$ cat config.mk
export PLATFORM = sky130hd
export DESIGN_NAME = rice_core_id_stage
export DESIGN_NICKNAME = d
export VERILOG_FILES = /design/src/rtl/rice_core_id_stage.sv
export SDC_FILE = /design/constraint.sdc
export NUM_CORES = 2
export LEC_CHECK = 0
export BUFFER_PORTS_ARGS = -buffer_cell sky130_fd_sc_hd__buf_2
export CELL_PAD_IN_SITES_DETAIL_PLACEMENT = 1
export CELL_PAD_IN_SITES_GLOBAL_PLACEMENT = 2
export CORE_MARGIN = 5
export CORE_UTILIZATION = 44
export DETAILED_ROUTE_END_ITERATION = 10
export PLACE_DENSITY_LB_ADDON = 0.1
export SLEW_MARGIN = 20
export SYNTH_ARGS = -nofsm -noshare
export SYNTH_HDL_FRONTEND = slang
export SYNTH_SLANG_ARGS = --single-unit
$ cat constraint.sdc
create_clock -name i_clk -period 112.4 [get_ports i_clk]
set_clock_uncertainty 0.1 [all_clocks]
set_input_delay 11.24 -clock i_clk [delete_from_list [all_inputs] [get_ports i_clk]]
set_output_delay 11.24 -clock i_clk [all_outputs]
set_load 0.01 [all_outputs]
$ cat src/rtl/rice_core_id_stage.sv
// rice_core_id_stage: RV32I decode stage with a 31-entry register file and one output register.
// Optional same-cycle writeback bypass: define RICE_CORE_ID_RF_BYPASS_EN.
module rice_core_id_stage #(
  parameter int unsigned XLEN = 32
) (
  input  logic            i_clk,
  input  logic            i_rst,
  input  logic            i_enable,
  input  logic            i_if_valid,
  input  logic [XLEN-1:0] i_if_pc,
  input  logic [31:0]     i_if_inst,
  output logic            o_stall,
  input  logic            i_ex_stall,
  input  logic            i_flush,
  input  logic            i_wb_valid,
  input  logic [4:0]      i_wb_rd,
  input  logic [XLEN-1:0] i_wb_value,
  output logic            o_id_valid,
  output logic [XLEN-1:0] o_id_pc,
  output logic [4:0]      o_rs1,
  output logic [4:0]      o_rs2,
  output logic [XLEN-1:0] o_rs1_value,
  output logic [XLEN-1:0] o_rs2_value,
  output logic [4:0]      o_rd,
  output logic [XLEN-1:0] o_imm_value,
  output logic [3:0]      o_alu_command,
  output logic            o_alu_src_imm,
  output logic [1:0]      o_mem_access_type,
  output logic [2:0]      o_mem_access_size,
  output logic            o_illegal
);

  localparam int unsigned NUM_REGS = 32;

  localparam logic [6:0] OPC_LUI    = 7'b0110111;
  localparam logic [6:0] OPC_OP_IMM = 7'b0010011;
  localparam logic [6:0] OPC_OP     = 7'b0110011;
  localparam logic [6:0] OPC_LOAD   = 7'b0000011;
  localparam logic [6:0] OPC_STORE  = 7'b0100011;
  localparam logic [6:0] F7_ZERO    = 7'b0000000;
  localparam logic [6:0] F7_ALT     = 7'b0100000;

  typedef enum logic [3:0] {
    ALU_NONE     = 4'd0,
    ALU_ADD      = 4'd1,
    ALU_SUB      = 4'd2,
    ALU_SLL      = 4'd3,
    ALU_SLT      = 4'd4,
    ALU_SLTU     = 4'd5,
    ALU_XOR      = 4'd6,
    ALU_SRL      = 4'd7,
    ALU_SRA      = 4'd8,
    ALU_OR       = 4'd9,
    ALU_AND      = 4'd10,
    ALU_PASS_IMM = 4'd11
  } alu_cmd_e;

  typedef enum logic [1:0] {
    MEM_NONE  = 2'd0,
    MEM_LOAD  = 2'd1,
    MEM_STORE = 2'd2
  } mem_type_e;

  logic [XLEN-1:0] rf [1:NUM_REGS-1];

  logic [6:0]      opcode;
  logic [4:0]      rd_f;
  logic [2:0]      f3;
  logic [4:0]      rs1_f;
  logic [4:0]      rs2_f;
  logic [6:0]      f7;
  logic [XLEN-1:0] imm_i;
  logic [XLEN-1:0] imm_s;
  logic [XLEN-1:0] imm_u;

  alu_cmd_e        f3_alu;
  logic [4:0]      dec_rs1;
  logic [4:0]      dec_rs2;
  logic [4:0]      dec_rd;
  logic [XLEN-1:0] dec_imm;
  alu_cmd_e        dec_alu;
  logic            dec_src_imm;
  mem_type_e       dec_mem;
  logic [2:0]      dec_size;
  logic            dec_illegal;

  logic [XLEN-1:0] rs1_rf;
  logic [XLEN-1:0] rs2_rf;
  logic [XLEN-1:0] rs1_val;
  logic [XLEN-1:0] rs2_val;
  logic            bubble;
  logic            hold_hit_rs1;
  logic            hold_hit_rs2;

  assign opcode = i_if_inst[6:0];
  assign rd_f   = i_if_inst[11:7];
  assign f3     = i_if_inst[14:12];
  assign rs1_f  = i_if_inst[19:15];
  assign rs2_f  = i_if_inst[24:20];
  assign f7     = i_if_inst[31:25];
  assign imm_i  = XLEN'($signed(i_if_inst[31:20]));
  assign imm_s  = XLEN'($signed({i_if_inst[31:25], i_if_inst[11:7]}));
  assign imm_u  = XLEN'($signed({i_if_inst[31:12], 12'b0}));

  // funct3 to ALU op shared by OP and OP-IMM; funct7[5] picks the arithmetic right shift
  always_comb begin
    f3_alu = ALU_NONE;
    case (f3)
      3'b000:  f3_alu = ALU_ADD;
      3'b001:  f3_alu = ALU_SLL;
      3'b010:  f3_alu = ALU_SLT;
      3'b011:  f3_alu = ALU_SLTU;
      3'b100:  f3_alu = ALU_XOR;
      3'b101:  f3_alu = f7[5] ? ALU_SRA : ALU_SRL;
      3'b110:  f3_alu = ALU_OR;
      default: f3_alu = ALU_AND;
    endcase
  end

  // Instruction decode; illegal encodings collapse to an inert bundle
  always_comb begin
    dec_rs1     = '0;
    dec_rs2     = '0;
    dec_rd      = '0;
    dec_imm     = '0;
    dec_alu     = ALU_NONE;
    dec_src_imm = 1'b0;
    dec_mem     = MEM_NONE;
    dec_size    = '0;
    dec_illegal = 1'b0;
    case (opcode)
      OPC_LUI: begin
        dec_rd      = rd_f;
        dec_imm     = imm_u;
        dec_alu     = ALU_PASS_IMM;
        dec_src_imm = 1'b1;
      end
      OPC_OP_IMM: begin
        dec_rs1     = rs1_f;
        dec_rd      = rd_f;
        dec_imm     = imm_i;
        dec_src_imm = 1'b1;
        dec_alu     = f3_alu;
        if (f3 == 3'b001) begin
          dec_illegal = (f7 != F7_ZERO);
        end else if (f3 == 3'b101) begin
          dec_illegal = !((f7 == F7_ZERO) || (f7 == F7_ALT));
        end
      end
      OPC_OP: begin
        dec_rs1     = rs1_f;
        dec_rs2     = rs2_f;
        dec_rd      = rd_f;
        dec_alu     = ((f3 == 3'b000) && f7[5]) ? ALU_SUB : f3_alu;
        dec_illegal = !((f7 == F7_ZERO) ||
                        ((f7 == F7_ALT) && ((f3 == 3'b000) || (f3 == 3'b101))));
      end
      OPC_LOAD: begin
        dec_rs1  = rs1_f;
        dec_rd   = rd_f;
        dec_imm  = imm_i;
        dec_mem  = MEM_LOAD;
        dec_size = f3;
      end
      OPC_STORE: begin
        dec_rs1  = rs1_f;
        dec_rs2  = rs2_f;
        dec_imm  = imm_s;
        dec_mem  = MEM_STORE;
        dec_size = f3;
      end
      default: dec_illegal = 1'b1;
    endcase
    if (dec_illegal) begin
      dec_rs1     = '0;
      dec_rs2     = '0;
      dec_rd      = '0;
      dec_imm     = '0;
      dec_alu     = ALU_NONE;
      dec_src_imm = 1'b0;
      dec_mem     = MEM_NONE;
      dec_size    = '0;
    end
  end

  // Operand read with optional writeback forwarding or hazard bubble
  always_comb begin
    rs1_rf = (dec_rs1 == '0) ? '0 : rf[dec_rs1];
    rs2_rf = (dec_rs2 == '0) ? '0 : rf[dec_rs2];
`ifdef RICE_CORE_ID_RF_BYPASS_EN
    rs1_val = (i_wb_valid && (dec_rs1 != '0) && (i_wb_rd == dec_rs1)) ? i_wb_value : rs1_rf;
    rs2_val = (i_wb_valid && (dec_rs2 != '0) && (i_wb_rd == dec_rs2)) ? i_wb_value : rs2_rf;
    bubble  = 1'b0;
`else
    rs1_val = rs1_rf;
    rs2_val = rs2_rf;
    bubble  = i_if_valid && i_wb_valid && (i_wb_rd != '0) &&
              ((i_wb_rd == dec_rs1) || (i_wb_rd == dec_rs2));
`endif
  end

  assign o_stall      = i_ex_stall || (bubble && !i_rst);
  assign hold_hit_rs1 = i_wb_valid && (i_wb_rd != '0) && (i_wb_rd == o_rs1);
  assign hold_hit_rs2 = i_wb_valid && (i_wb_rd != '0) && (i_wb_rd == o_rs2);

  always_ff @(posedge i_clk or posedge i_rst) begin
    if (i_rst) begin
      for (int i = 1; i < NUM_REGS; i++) begin
        rf[i] <= '0;
      end
    end else if (i_wb_valid && (i_wb_rd != '0)) begin
      rf[i_wb_rd] <= i_wb_value;
    end
  end

  // Output bundle: flush beats stall; a held bundle still tracks writebacks to its sources
  always_ff @(posedge i_clk or posedge i_rst) begin
    if (i_rst) begin
      o_id_valid        <= 1'b0;
      o_id_pc           <= '0;
      o_rs1             <= '0;
      o_rs2             <= '0;
      o_rs1_value       <= '0;
      o_rs2_value       <= '0;
      o_rd              <= '0;
      o_imm_value       <= '0;
      o_alu_command     <= '0;
      o_alu_src_imm     <= 1'b0;
      o_mem_access_type <= '0;
      o_mem_access_size <= '0;
      o_illegal         <= 1'b0;
    end else if (!i_enable || i_flush) begin
      o_id_valid <= 1'b0;
    end else if (!o_stall) begin
      o_id_valid        <= i_if_valid;
      o_id_pc           <= i_if_pc;
      o_rs1             <= dec_rs1;
      o_rs2             <= dec_rs2;
      o_rs1_value       <= rs1_val;
      o_rs2_value       <= rs2_val;
      o_rd              <= dec_rd;
      o_imm_value       <= dec_imm;
      o_alu_command     <= dec_alu;
      o_alu_src_imm     <= dec_src_imm;
      o_mem_access_type <= dec_mem;
      o_mem_access_size <= dec_size;
      o_illegal         <= dec_illegal;
    end else begin
      if (!i_ex_stall) begin
        o_id_valid <= 1'b0;
      end
      if (hold_hit_rs1) begin
        o_rs1_value <= i_wb_value;
      end
      if (hold_hit_rs2) begin
        o_rs2_value <= i_wb_value;
      end
    end
  end

endmodule

Word-level counts from Yosys, hierarchy flattened
Cells that the tools add are included.
Widths: inputs -> output; s select.

word-level totals
  register bits after elaboration = 1147
  bits of input ports = 108

cells by class
  $lt $le $gt $ge = 4
  equality and inequality tests = 19
  muxes and demuxes = 40
  bitwise operators = 5
  reductions and logical operators = 36

operator list
  kind                number
  $bwmux 992          1
  $mux 32             12
  $bmux 32 s5         2
  $demux 32 s5        1
  $pmux 32 s3         1
  $mux 5              6
  $eq 7x6->1 const B  4
  $pmux 4 s7          1
  $eq 5x5->1          4
  $ge 6x6->1 const B  3
  $not 5->6           3
  $mux 4              3
  $pmux 4 s3          1
  $logic_and 1x1->1   10
  $logic_not 5->1     2
  $eq 3x3->1 const B  3
  $reduce_or 2->1     4
  $reduce_or 4->1     2
  $eq 7x2->1 const B  1
  $eq 7x5->1 const B  1
  $logic_not 7->1     1
  $mux 1              7
  $reduce_bool 7->1   1
  $eq 3x2->1 const B  2
  other kinds (15)    28

Depth between registers and ports, before layout
  depth in word-level cells = 14
  mapped depth = 15
  depth with buffers taken out = 9

Worst setup path after synthesis
OpenSTA, ideal clock, no wires.

  path kind = input-to-output
  start = input port i_if_inst[26]
  end = output port o_stall
  data arrival time = 13.824 ns
  required time = 101.060 ns
  setup slack = 87.236 ns
  stages on the path = 9
  buffers on the path = 2
  cells stage by stage = or4_1 -> buf_2 -> o31a_1 -> o21ai_1 -> nand3_1 -> xnor2_1 -> or4_4 -> nand2_2 -> clkbuf_1

on the way
  cells in the longest elaborated chain, start to end = 12
  elaborated cells between the ends (all ways) = 19

ends and longest elaborated chain
  what                                           line           source
  start, declared                                11             input logic [31:0] i_if_inst,
  $eq 7x6->1 or $logic_not 7->1 (tied branches)  147, 156, 155
  $logic_or 1x1->1                               147            dec_illegal = !((f7 == F7_ZERO) || (f7 == F7_ALT));
  $logic_not 1->1                                147
  $mux 1                                         146            end else if (f3 == 3'b101) begin
  $mux 1                                         144            if (f3 == 3'b001) begin
  $pmux 1 s3 (*)                                 131            case (opcode)
  $mux 5                                         174            if (dec_illegal) begin
  $eq 5x5->1                                     198            ((i_wb_rd == dec_rs1) || (i_wb_rd == dec_rs2));
  $logic_or 1x1->1 (*)                           198
  $logic_and 1x1->1 (*)                          197            bubble = i_if_valid && i_wb_valid && (i_wb_rd != '0) &&
  $logic_and 1x1->1 (*)                          202            assign o_stall = i_ex_stall || (bubble && !i_rst);
  $logic_or 1x1->1 (*)                           202
  end, declared                                  12             output logic o_stall,

Every way passes the cells marked *; elsewhere a longest branch is shown, timed or not.

Final worst setup path
  start = input port i_if_inst[6]
  end = output port o_stall

on the way
  cells in the longest elaborated chain, start to end = 9
  elaborated cells between the ends (all ways) = 19

ends and longest elaborated chain
  what                                                      line
  $eq 7x6->1 (tied with other cells)                        131
  $reduce_or 3->1 (no source line) (tied with other cells)  --
  $pmux 1 s3 or $mux 5 (tied branches)                      131
  $mux 5                                                    174
  $eq 5x5->1                                                198
  $logic_or 1x1->1 (*)                                      198
  $logic_and 1x1->1 (*)                                     197
  $logic_and 1x1->1 (*)                                     202
  $logic_or 1x1->1 (*)                                      202

Marked as above.

==> results_dict.tcl <==
set metrics [dict create \
    outcome "finished, final reports clean" \
    synth_edf_count 0 \
    synth_common_cells "dfrtp_1, nand2_1, mux2_2" \
    cts_hold_buf 0 \
    syn_avg_cell_area_sq_um 10.2 \
    dpl_worst_slack_ps 86250 \
    async_flop_share 1.00 \
    area_growth_pct 12.5 \
    synth_area_leader_cell "dfrtp_1" \
    ys_seq_area_frac 0.469 \
    yosysWarnings 0 \
    grt_max_degree 160 \
    cts_made_buffers 138 \
    maxSlewHeadroom 0.167 \
    htreeDepth 4 \
    grt_usage 0.395 \
    synth.area.top_cells "dfrtp_1, mux2_2, nand2_1" \
    r2r-start "o_rs1[3]" \
    cp_max_fo 12 \
    r2r_cells 8 \
    synth_cell_type_count 89 \
    crit_path_end_kind "output port" \
    nNetsFinal 6073 \
    cts_setup_buffers 0 \
    first_pass_iters 6 \
    drtIter0Drc 6385 \
    root_buffer "clkbuf_16" \
    drc_errors 0 \
    hp-class "reg -> reg" \
    tns_ps 0 \
    antenna_found_initial 19 \
    multi_input_area_sq_um 30500 \
    rows 136 \
    cts_resized 0 \
    io-pin-count 264 \
    worst_pin_slew_ps 1250 \
    reg2reg_slack_ps 108950 \
    postSynthCellCount 5989 \
    layout-drive-gt1-share 0.291 \
    grt_setup_unrepaired "false" \
    ant_nets 0 \
    cts_tree "built" \
    max_cap_violations 0 \
    syn_nets 6097 \
    portBuffers 263 \
    fp.dieH_microns 383 \
    leakage_nw 31.0 \
    arrival_ps 14930 \
    vdd.ir_drop.worst_uv 14.1 \
    nFillCells 14900 \
    min_to "o_imm_value[10]" \
    worst-setup-path-type "in -> out" \
    dp_hpwl_mm 162 \
    yosysMostFrequentCell "dfrtp_1" \
    synth-seq-cells 1147 \
    grt_overflow 0 \
    core_sq_um 138000 \
    vias 54901 \
    hp-start "o_imm_value[10]" \
    wl_mm 297 \
    wire_per_inst_microns 37.7 \
    fmax_mhz 38.1 \
    cts.sinks 1147 \
    hold-path-cell-count 2 \
    fin_crit_ps 26270 \
    fin_ws_ps 86130 \
    r2r_end "o_rs1_value[4]" \
    grt_pass1_wl_mm 419 \
    cp-startpoint "i_if_inst[6]" \
    drv_slew 0 \
    synth_ff_type "dfrtp_1" \
    required_ps 101060 \
    clkTransAtPathRegs_ps 60 \
    grt_pass1_vias 55050 \
    seq_area_sq_um 28700 \
    die_w_microns 383 \
    setup_viol 0 \
    hold_viol 0 \
    place_congestion 0.865 \
    via_per_inst 6.97 \
    synthesis.area_sq_um 61200 \
    synth_top_area_share 0.469 \
    initial_utilization 0.444 \
    powerDensity_nw_per_um2 17.1 \
    clk_latency_ps 790 \
    critPathLaunchType "primary input" \
    dieArea_sq_um 147000 \
    ctsLongestPathBuffers 3 \
    period_share 0.234 \
]
-- report_power, final --
group | internal [mW] | leakage (nW) | switching, mW
clock network | 0.268 | 2.24 | 0.191
registers | 0.487 | 14.8 | 0.0597
logic | 0.0858 | 14.0 | 0.0832
total | 0.841 | 31.0 | 0.334
-- cells in the final DEF, fill, tap and decap left out, types with 28 or more instances in the layout --
cell,n
a211oi_1,84
a21oi_1,235
a221o_1,88
a221oi_1,147
a22oi_1,28
a31oi_1,106
a32oi_1,34
and3_1,65
buf_2,262
buf_4,150
clkbuf_1,38
clkbuf_16,148
clkbuf_8,28
dfrtp_1,1147
inv_1,34
mux2_2,1019
mux2i_1,163
nand2_1,1028
nand3_1,280
nor2_1,203
o2111ai_1,43
o21ai_0,104
o22ai_1,65
o31ai_1,103
-- kinds of logic (layout without fill, tap and decap cells) --
group                  count (synthesis)  count (layout)  synth area share
buffers and inverters                623             707            0.0404
AND/OR/NAND/NOR                     1772            1772             0.125
AO/OA/AOI/OAI                       1248            1248             0.149
flip-flops                          1147            1147             0.469
XOR/XNOR                              17              17           0.00243
other                                  0              10                 0
multiplexers                        1182            1182             0.214
-- worst max-delay path, stage by stage --
cell      delay, ps
buf_2           110
nand3b_1        510
nor2_1          840
a21boi_2        780
or3_1           360
a22oi_2         150
or4_4           580
nand2_2         110
buf_2           250
-- sequential cells by signal, summed over array words and instances, names as in the netlist --
signal,flops
o_alu_command,4
o_alu_src_imm,1
o_id_pc,32
o_id_valid,1
o_illegal,1
o_imm_value,32
o_mem_access_size,3
o_mem_access_type,2
o_rd,5
o_rs1,5
o_rs1_value,32
o_rs2,5
o_rs2_value,32
rf,992
-- layer usage --
metal	wire length, microns	track usage
met3	28700	0.0862
met2	132000	0.608
met5	70	0
met4	19300	0.220
met1	117000	0.519
-- worst max-delay path by stage --
stage	end	slack, ps	depth (start not counted)
after floorplan	o_alu_command[0]	68760	1
after global placement	o_stall	86340	9
after detailed placement	o_stall	86250	9
after CTS	o_stall	86240	9
after global routing	o_stall	86020	9
final	o_stall	86130	9
-- cell type report --
class / instances / area share
Antenna cell: 10 / 0.000363
Clock buffer: 214 / 0.0615
Clock inverter: 34 / 0.00476
Inverter: 37 / 0.00216
Multi-Input combinational cell: 4219 / 0.443
Sequential cell: 1147 / 0.417
Tap cell: 1794 / 0.0326
Timing Repair Buffer: 422 / 0.0385
-- per-stage QoR --
step	cells	utilization	cell area (sq um)	power [mW]	hold WS, ps
after floorplan	5989	-	61200	0.661	379
after global placement	7616	0.466	64200	0.707	346
after detailed placement	7618	0.466	64200	0.717	355
after CTS	7866	0.499	68800	1.17	368
after global routing	7869	0.499	68800	1.22	390
final	7877	0.499	68800	1.17	368
(Power assumes the default switching activity.)
